**config.mk**
```make
export PLATFORM = sky130hd
export DESIGN_NAME = pipeline_hazard_unit
export DESIGN_NICKNAME = d
export VERILOG_FILES = /design/src/rtl/pipeline_hazard_unit.sv
export SDC_FILE = /design/constraint.sdc
export NUM_CORES = 1
export LEC_CHECK = 0
export BUFFER_PORTS_ARGS = -buffer_cell sky130_fd_sc_hd__clkbuf_2
export CAP_MARGIN = 20
export CORE_ASPECT_RATIO = 0.8
export CORE_MARGIN = 4
export CORE_UTILIZATION = 24
export DETAILED_ROUTE_END_ITERATION = 6
export PLACE_DENSITY = 0.85
export SETUP_SLACK_MARGIN = 0.2
export SYNTH_ARGS = -nofsm -noshare
export SYNTH_HDL_FRONTEND = slang
export SYNTH_SLANG_ARGS = --single-unit
```
**constraint.sdc**
```tcl
create_clock -name CLK -period 2 [get_ports CLK]
set_input_delay 0.2 -clock CLK [delete_from_list [all_inputs] [get_ports CLK]]
set_output_delay 0.2 -clock CLK [all_outputs]
set_load 0.02 [all_outputs]
```
**src/rtl/pipeline_hazard_unit.sv**
```systemverilog
// Stall/flush controller for the 5-stage pipeline: load-use, redirect, I/D-cache miss and halt.
// Optional stall-cycle counter output enabled by defining HAZARD_STALL_CNT_EN.

package cpu_types_pkg;
    localparam int unsigned WORD_W = 32;
    typedef logic [WORD_W-1:0] word_t;
endpackage

module pipeline_hazard_unit
    import cpu_types_pkg::*;
(
    input  logic  CLK,
    input  logic  RST,
    input  word_t dec_instruction,
    input  word_t exec_instruction,
    input  logic  exec_MemRead,
    input  logic  exec_redirect,
    input  logic  mem_dREN,
    input  logic  mem_dWEN,
    input  logic  dhit,
    input  logic  ihit,
    input  logic  wb_halt,
    output logic  pc_en,
    output logic  ifid_en,
    output logic  idex_en,
    output logic  exmem_en,
    output logic  memwb_en,
    output logic  ifid_flush,
    output logic  idex_flush,
    output logic  halted
`ifdef HAZARD_STALL_CNT_EN
    ,
    output logic [31:0] stall_cycles
`endif
);

    localparam int unsigned REG_W = 5;
    localparam int unsigned OP_W  = 6;

    typedef enum logic [1:0] {
        ST_RUN,
        ST_LU_STALL,
        ST_DWAIT,
        ST_HALT
    } state_t;

    state_t state, state_nxt;

    logic [OP_W-1:0]  dec_op;
    logic [REG_W-1:0] dec_rs, dec_rt, exec_rt;
    logic             dec_uses_rt;
    logic             loaduse;
    logic             dwait;

    assign dec_op  = dec_instruction[31:26];
    assign dec_rs  = dec_instruction[25:21];
    assign dec_rt  = dec_instruction[20:16];
    assign exec_rt = exec_instruction[20:16];

    // Immediate/function fields and the producer's op/rs play no part in hazard detection
    logic unused_fields;
    assign unused_fields = &{1'b0, dec_instruction[15:0], exec_instruction[31:21],
                             exec_instruction[15:0]};

    // R-type, BEQ, BNE, SW and SC read rt as a source operand
    always_comb begin
        case (dec_op)
            6'h00, 6'h04, 6'h05, 6'h2B, 6'h38: dec_uses_rt = 1'b1;
            default:                           dec_uses_rt = 1'b0;
        endcase
    end

    assign loaduse = exec_MemRead && (exec_rt != REG_W'(0)) &&
                     ((exec_rt == dec_rs) || ((exec_rt == dec_rt) && dec_uses_rt));

    assign dwait = (mem_dREN | mem_dWEN) & ~dhit;

    always_ff @(posedge CLK or posedge RST) begin
        if (RST) state <= ST_RUN;
        else     state <= state_nxt;
    end

    // Next state and strobes, in hazard priority order
    always_comb begin
        state_nxt  = ST_RUN;
        pc_en      = 1'b1;
        ifid_en    = 1'b1;
        idex_en    = 1'b1;
        exmem_en   = 1'b1;
        memwb_en   = 1'b1;
        ifid_flush = 1'b0;
        idex_flush = 1'b0;
        halted     = 1'b0;

        if (RST) begin
            pc_en    = 1'b0;
            ifid_en  = 1'b0;
            idex_en  = 1'b0;
            exmem_en = 1'b0;
            memwb_en = 1'b0;
        end else if ((state == ST_HALT) || wb_halt) begin
            state_nxt = ST_HALT;
            pc_en     = 1'b0;
            ifid_en   = 1'b0;
            idex_en   = 1'b0;
            exmem_en  = 1'b0;
            memwb_en  = 1'b0;
            halted    = 1'b1;
        end else if (dwait) begin
            state_nxt = ST_DWAIT;
            pc_en     = 1'b0;
            ifid_en   = 1'b0;
            idex_en   = 1'b0;
            exmem_en  = 1'b0;
            memwb_en  = 1'b0;
        end else if (exec_redirect) begin
            // Flushing IF/ID and ID/EX also removes any load-use consumer
            pc_en      = ihit;
            ifid_flush = 1'b1;
            idex_flush = 1'b1;
        end else if (loaduse && (state == ST_RUN)) begin
            state_nxt  = ST_LU_STALL;
            pc_en      = 1'b0;
            ifid_en    = 1'b0;
            idex_flush = 1'b1;
        end else if (!ihit) begin
            pc_en      = 1'b0;
            ifid_flush = 1'b1;
        end
    end

`ifdef HAZARD_STALL_CNT_EN
    localparam int unsigned CNT_W = 32;

    // Saturating count of cycles where fetch is held outside the halted state
    always_ff @(posedge CLK or posedge RST) begin
        if (RST) begin
            stall_cycles <= CNT_W'(0);
        end else if (!pc_en && (state != ST_HALT) && (stall_cycles != {CNT_W{1'b1}})) begin
            stall_cycles <= stall_cycles + CNT_W'(1);
        end
    end
`endif

endmodule

```
==> results of run 1 <==
worst paths after layout:
kind                       slack [ps]  cells past startpoint                start         end
setup / recovery                   50                      7  dec_instruction[27]  ifid_flush
hold reg to reg                   650                      2             state[1]    state[1]
setup reg to reg                  590                      5             state[0]    state[0]
min in group asynchronous         430                      3                  RST    state[0]
max in group asynchronous        1440                      3                  RST    state[1]
hold / removal                    210                      2                  RST    state[1]
per-stage QoR:
stage               setup TNS (ps)  hold WS (ps)  cells
global placement                 0         98.84    105
finish                           0         208.3    112
global route                -11.59         227.6    112
detailed placement               0         103.9    105
floorplan                        0        -50.75     48
CTS                              0         200.3    111
cells in the mapped netlist (all sizes together):
cell type / number
nand4: 1
a21o: 1
a2111o: 1
o32ai: 1
nor4: 1
or4: 2
inv: 3
o21ai: 1
o41ai: 1
nor3: 2
nand2b: 1
buf: 2
a21boi: 1
o31a: 1
o211ai: 1
xnor2: 5
a21oi: 3
o31ai: 2
or3: 1
nor2: 2
nand2: 2
o21ba: 1
nand3: 2
nor3b: 2
dfrtp: 2
xor2: 6
power breakdown:
part	switching [mW]	total (mW)	internal [mW]
clock	0.0209	0.0869	0.0660
combinational	0.0654	0.132	0.0666
sequential	0.00335	0.0469	0.0435
cell families after synthesis:
family | count (synthesis) | synth area share (%)
and+or+nand+nor | 16 | 28.14
AOI/OAI and AO/OA | 14 | 29.66
xor gates and xnor gates | 11 | 23.55
buffers and inverters | 5 | 6.421
DFF | 2 | 12.23
per-layer routing:
metal	up-vias	routed length [um]	global-route usage, %
met2	16	687	18.62
met4	0	0	5.970
met1	224	495	11.42
met5	-	0	0
li1	266	-	-
met3	0	128	3.300
area by class of cell:
class	count	area, um^2	area share [%]
clock buffers	3	22.52	3.098
well taps	22	27.53	3.787
inverters	3	11.26	1.549
flip-flops and latches	2	50.05	6.885
repair buffers	41	241.5	33.22
multi-input cells	41	374.1	51.46
critical path, stage by stage:
cell and delay [ps]:
buf_6 100, a21boi_2 140, or4_4 540, nor4_4 340, buf_4 190, o41ai_2 70
buf_2 160
timing repair:
action,in CTS,in global routing
setup endpoints to repair,4,4
buffers inserted,2,1
endpoints found under the hold margin,2,0
cloned,0,0
gates resized for setup,3,19
hold buffers,1,0
pin swaps,2,4
==> impl_results.md, run 1 <==
- Grt ovf: 0
- CORE AREA: ~1600 um^2
- Die W: roughly 54 um
- Detail Route Antenna Nets: 0
- Share of cells above drive strength 1: between 60 and 70%
- DRC Markers: 0
- Fraction of synthesized cell area taken by the top area cell type: 12.84%
- CP required: around 1800 ps
- Via count: 506
- Drt pass-1 iters: 1
- Max cap viols: 0
- Starting density of the core: approximately 25%
- Synthesized cell area: just over 400 um^2
- Clock Latency Late Sink: approximately 220 ps
- Top reg by flops: state
- Worst hold path type: primary input to register
- Worst Setup Slack, final: 53.96 ps
- Final nets: between 150 and 200
- Die Area: about 2400 um^2
- Clk Tree Root Cell: clkbuf_4
- Worst Max-Slew Pin Slew: ~270 ps
- Setup violators final: 0
- Power Dens Cells: 365.6 nW/um^2
- Global Route Usage Sum: 10.72%
- CTS sink count: 2
- Final Wtd Congestion: about 0.72
- Antenna Diode Count: 0
- IO Pins: 81
- Die height: between 40 and 50 um
- Vias in the first global route: 490
- Critical Path Fanout Max: 3
- FF+latch count, synth: 2
- Placed inst area: around 610 um^2
- Iter 0 DRT Violations: 0
- Final Max Tran Viols: 0
- Vias/cell: about 4.5
- Reg clk slew, reported paths: 30 ps
- Total CTS buffers: 3
- Syn avg cell area: 8.524 um^2
- Setup WS pre-CTS: between 100 and 150 ps
- Status: complete, no violations
- Commonest cells after routing, fill and taps aside: clkbuf_2, xor2_1, xnor2_1, buf_4
- Biggest regs: state: 2 flops
- CTS tree: yes
- Pwr Total: 0.2658 mW
- Maximum vdd ir drop: around 0.26 mV
- Wire per inst: around 12 um
- Drt total wl: between 1 and 1.5 mm
- Site row count: 13
- Synth area leader: xor2_1
- WP data arrival: 1750 ps
- IO Port Bufs: 37
- Top cells by area, synth: xor2_1, dfrtp_1, xnor2_1
- Commonest non-fill, non-tap cell in the layout: clkbuf_2
- Netlist cell types: 28
- Fin. Hold Viols: 0
- F_max: roughly 0.5 GHz
- Max_slew headroom: between 80% and 90%
- Clock skew: about 2.6 ps
- Sequential area share after synthesis: 12.23%
- Largest net degree at the start of global routing: 8
- Longest Clk Path Bufs: 2
- CP Class: primary input to output port
- Leak: 0.3614 nW
- Tcrit/Tclk final: a little under 100%
- H-Tree Depth: 1
- RSZ-0062 raised after global routing: yes
- Min cycle time layout: approximately 1900 ps
- Layout area overhead: 77.68%
- Post-DP HPWL: 1.098 mm
- Synth Instances: 48
- Mapped Nets: ~120
- First-pass GRT wire length: ~1.9 mm
- Initial antenna violation count: 0
- Fin area: 726.9 um^2
- Crit start category: primary input
- Max reg flops: 2
- Critical Path Sink Type: output port
- Utilization after layout: around 45%
- Synth Warn #: 0
- Fillers: 180
Note: power is estimated with default switching activity, not from simulation.
==> inputs of run 2 (changes only) <==
--- a/config.mk
+++ b/config.mk
@@ -5,13 +5,15 @@
 export SDC_FILE = /design/constraint.sdc
 export NUM_CORES = 1
 export LEC_CHECK = 0
+export ABC_AREA = 1
 export BUFFER_PORTS_ARGS = -buffer_cell sky130_fd_sc_hd__clkbuf_2
 export CAP_MARGIN = 20
 export CORE_ASPECT_RATIO = 0.8
 export CORE_MARGIN = 4
-export CORE_UTILIZATION = 24
+export CORE_UTILIZATION = 27
+export CTS_BUF_LIST = sky130_fd_sc_hd__clkbuf_4 sky130_fd_sc_hd__clkbuf_8
 export DETAILED_ROUTE_END_ITERATION = 6
-export PLACE_DENSITY = 0.85
+export PLACE_DENSITY = 0.89
 export SETUP_SLACK_MARGIN = 0.2
 export SYNTH_ARGS = -nofsm -noshare
 export SYNTH_HDL_FRONTEND = slang
==> run 2 against run 1 <==
- synthesized area up 10%
- critical path depth down 2
- first-iteration DRC count grew 3
- design area decreased by 6.5%
- die area decreased by 1.8%
- largest cell class unchanged
- highest routed layer unchanged
==> impl_results.md, run 2 <==
- Starting density of the core: 30.61%
- WP data arrival: approximately 1500 ps
- CP Class: primary input to output port
- Worst Setup Slack, final: roughly 350 ps
- # Post-CTS Setup Buffers: 0
- Top cells by area, synth: nand2_1, inv_1, dfrtp_1
- Drt pass-1 iters: 4
- F_max: ~0.61 GHz
- Clock Latency Late Sink: about 220 ps
- Biggest regs: state: 2 flops
- Fraction of synthesized cell area taken by the top area cell type: about a quarter
- Max_slew headroom: around 86%
- Post-synth EDFFs: 0
- Grt ovf: 0
- Worst Max-Slew Pin Slew: approximately 220 ps
- IO Pins: 81
- Setup WS pre-CTS: between 500 and 600 ps
- CP required: 1800 ps
- Die height: roughly 45 um
- DR WL met2: about 690 um
- Max reg flops: 2
- Share of cells above drive strength 1: between 30 and 40%
- Total CTS buffers: 3
- Leak: roughly 0.47 nW
- Maximum vdd ir drop: between 0.3 and 0.4 mV
- Met1 wire length: 543 um
- Reg clk slew, reported paths: about 30 ps
- Longest Clk Path Bufs: 2
- Detail Route Antenna Nets: 0
- Vias/cell: between 4 and 5
- FF+latch count, synth: 2
- Syn avg cell area: 4.950 um^2
- Setup TNS: 0 ps
- Commonest non-fill, non-tap cell in the layout: clkbuf_2
- Top cells by count, synth: nand2_1, inv_1, nor2_1
- H-Tree Depth: 1
- Fillers: between 150 and 200
- Antenna Diode Count: 0
- Wire per inst: about 8.7 um
- Footprint of the multi-input gates: between 200 and 300 um^2
- WL met3: 74 um
- Final Max Tran Viols: 0
- CORE AREA: about 1500 um^2
- Critical Path Fanout Max: 5
- Die W: about 54 um
- Tcrit/Tclk final: around 82%
- Drt total wl: around 1.3 mm
- Final Wtd Congestion: slightly below 0.7
- Fin. Hold Viols: 0
- Synth area leader: nand2_1
- Layout area overhead: 50.83%
- CTS sink count: 2
- Top layer in use: met3
- Vias in the first global route: ~500
- Sequential area share after synthesis: about 11%
- Max cap viols: 0
- Critical Path Sink Type: output port
- Synth Instances: 91
- Global Route Usage Sum: between 10% and 20%
- Iter 0 DRT Violations: 3
- Via count: ~620
- Site row count: 12
- Worst hold path type: primary input to register
- Top reg by flops: state
- Commonest cells after routing, fill and taps aside: clkbuf_2, nand2_1, inv_1
- Post-DP HPWL: about 1.1 mm
- RSZ-0062 raised after global routing: no
- Netlist cell types: 16
- Synthesized cell area: between 400 and 500 um^2
- Power Dens Cells: about 360 nW/um^2
- Status: complete, no violations
- Setup violators final: 0
- Die Area: 2390 um^2
- Register area: approximately 50 um^2
- IO Port Bufs: 37
- Most common cell in the synthesized netlist: nand2_1
- Crit start category: primary input
- DRC Markers: 0
- Clock skew: just over 5 ps
- FFs w/ async S/R, synth: 100.0%
- CTS tree: yes
- Clk Tree Root Cell: clkbuf_4
- Final nets: 205
- Min cycle time layout: ~1600 ps
- Synth Warn #: 0
- Mapped Nets: 164
- Largest net degree at the start of global routing: 6
- Initial antenna violation count: 0
- First-pass GRT wire length: between 1.5 and 2 mm
- Top_reg_cell synth: dfrtp_1
==> run 2: cell count changes in the layout (fill, tap and decap cells not counted), moves of 3 or more <==
cell / delta
clkbuf_2: +6
buf_6: -3
nand3_1: +4
inv_2: +4
inv_1: +16
xnor2_1: -4
nand2_1: +29
nor2_1: +11
xor2_1: -4
buf_4: -5
==> run 2: worst paths after layout <==
check | start | to | slack (ps) | cells past startpoint
max reg2reg | state[0] | state[0] | 1100 | 4
max | RST | idex_flush | 350 | 5
max in group asynchronous | RST | state[0] | 1460 | 3
min | dhit | state[1] | 270 | 4
min reg2reg | state[1] | state[1] | 620 | 2
min in group asynchronous | RST | state[1] | 430 | 3
==> run 2: cells by family (layout without fill, tap and decap cells) <==
logic type	Yosys count	in the layout	synth area share, %
simple gates	56	56	53.61
buf+inv	25	64	22.50
compound gates	5	5	6.944
xor+xnor	3	3	5.834
flops	2	2	11.11
==> run 2: stage by stage <==
| step | hold WS, ps | std cells | cell area, um^2 | util [%] | power [mW] |
|---|---|---|---|---|---|
| after floorplan | -58.82 | 91 | 450.4 | - | 0.1093 |
| after global placement | 88.76 | 147 | 646.9 | 43.96 | 0.1540 |
| after detailed placement | 95.77 | 147 | 646.9 | 43.96 | 0.1582 |
| after CTS | 267.1 | 151 | 679.4 | 46.17 | 0.2526 |
| after global routing | 280.9 | 151 | 679.4 | 46.17 | 0.2720 |
| final | 271.1 | 151 | 679.4 | 46.17 | 0.2471 |
==> run 2: power by group <==
| group | internal, mW | switching [mW] | total, mW |
|---|---|---|---|
| Combinational | 0.0493 | 0.0653 | 0.115 |
| Sequential | 0.0435 | 0.00131 | 0.0448 |
| Clock | 0.0661 | 0.0217 | 0.0878 |
==> run 2: critical path, stage by stage <==
cell           delay [ps]
dlygate4sd3_1         540
clkbuf_2              150
nor2_2                210
a21boi_2              180
clkbuf_2              170
==> run 2: metal layers <==
metal | global-route usage [%] | vias to the layer above
li1 | - | 350
met1 | 11.68 | 255
met2 | 18.84 | 16
met3 | 1.347 | 0
met4 | 3.061 | 0
met5 | 0 | -
==> run 2: layout make-up <==
| type | count | share of cell area, % |
|---|---|---|
| sequential | 2 | 7.366 |
| tap | 21 | 3.867 |
| multi-input combinational | 64 | 44.01 |
| inverter | 23 | 12.71 |
| clock buffer | 3 | 3.315 |
| timing repair buffer | 38 | 28.73 |
==> run 2: timing repair <==
| item | 4_1_cts | 5_1_grt |
|---|---|---|
| setup endpoints to repair | 0 | 0 |
| hold endpoints to repair | 2 | 0 |
| hold buffers | 1 | 0 |
| gates resized for setup | 0 | 0 |
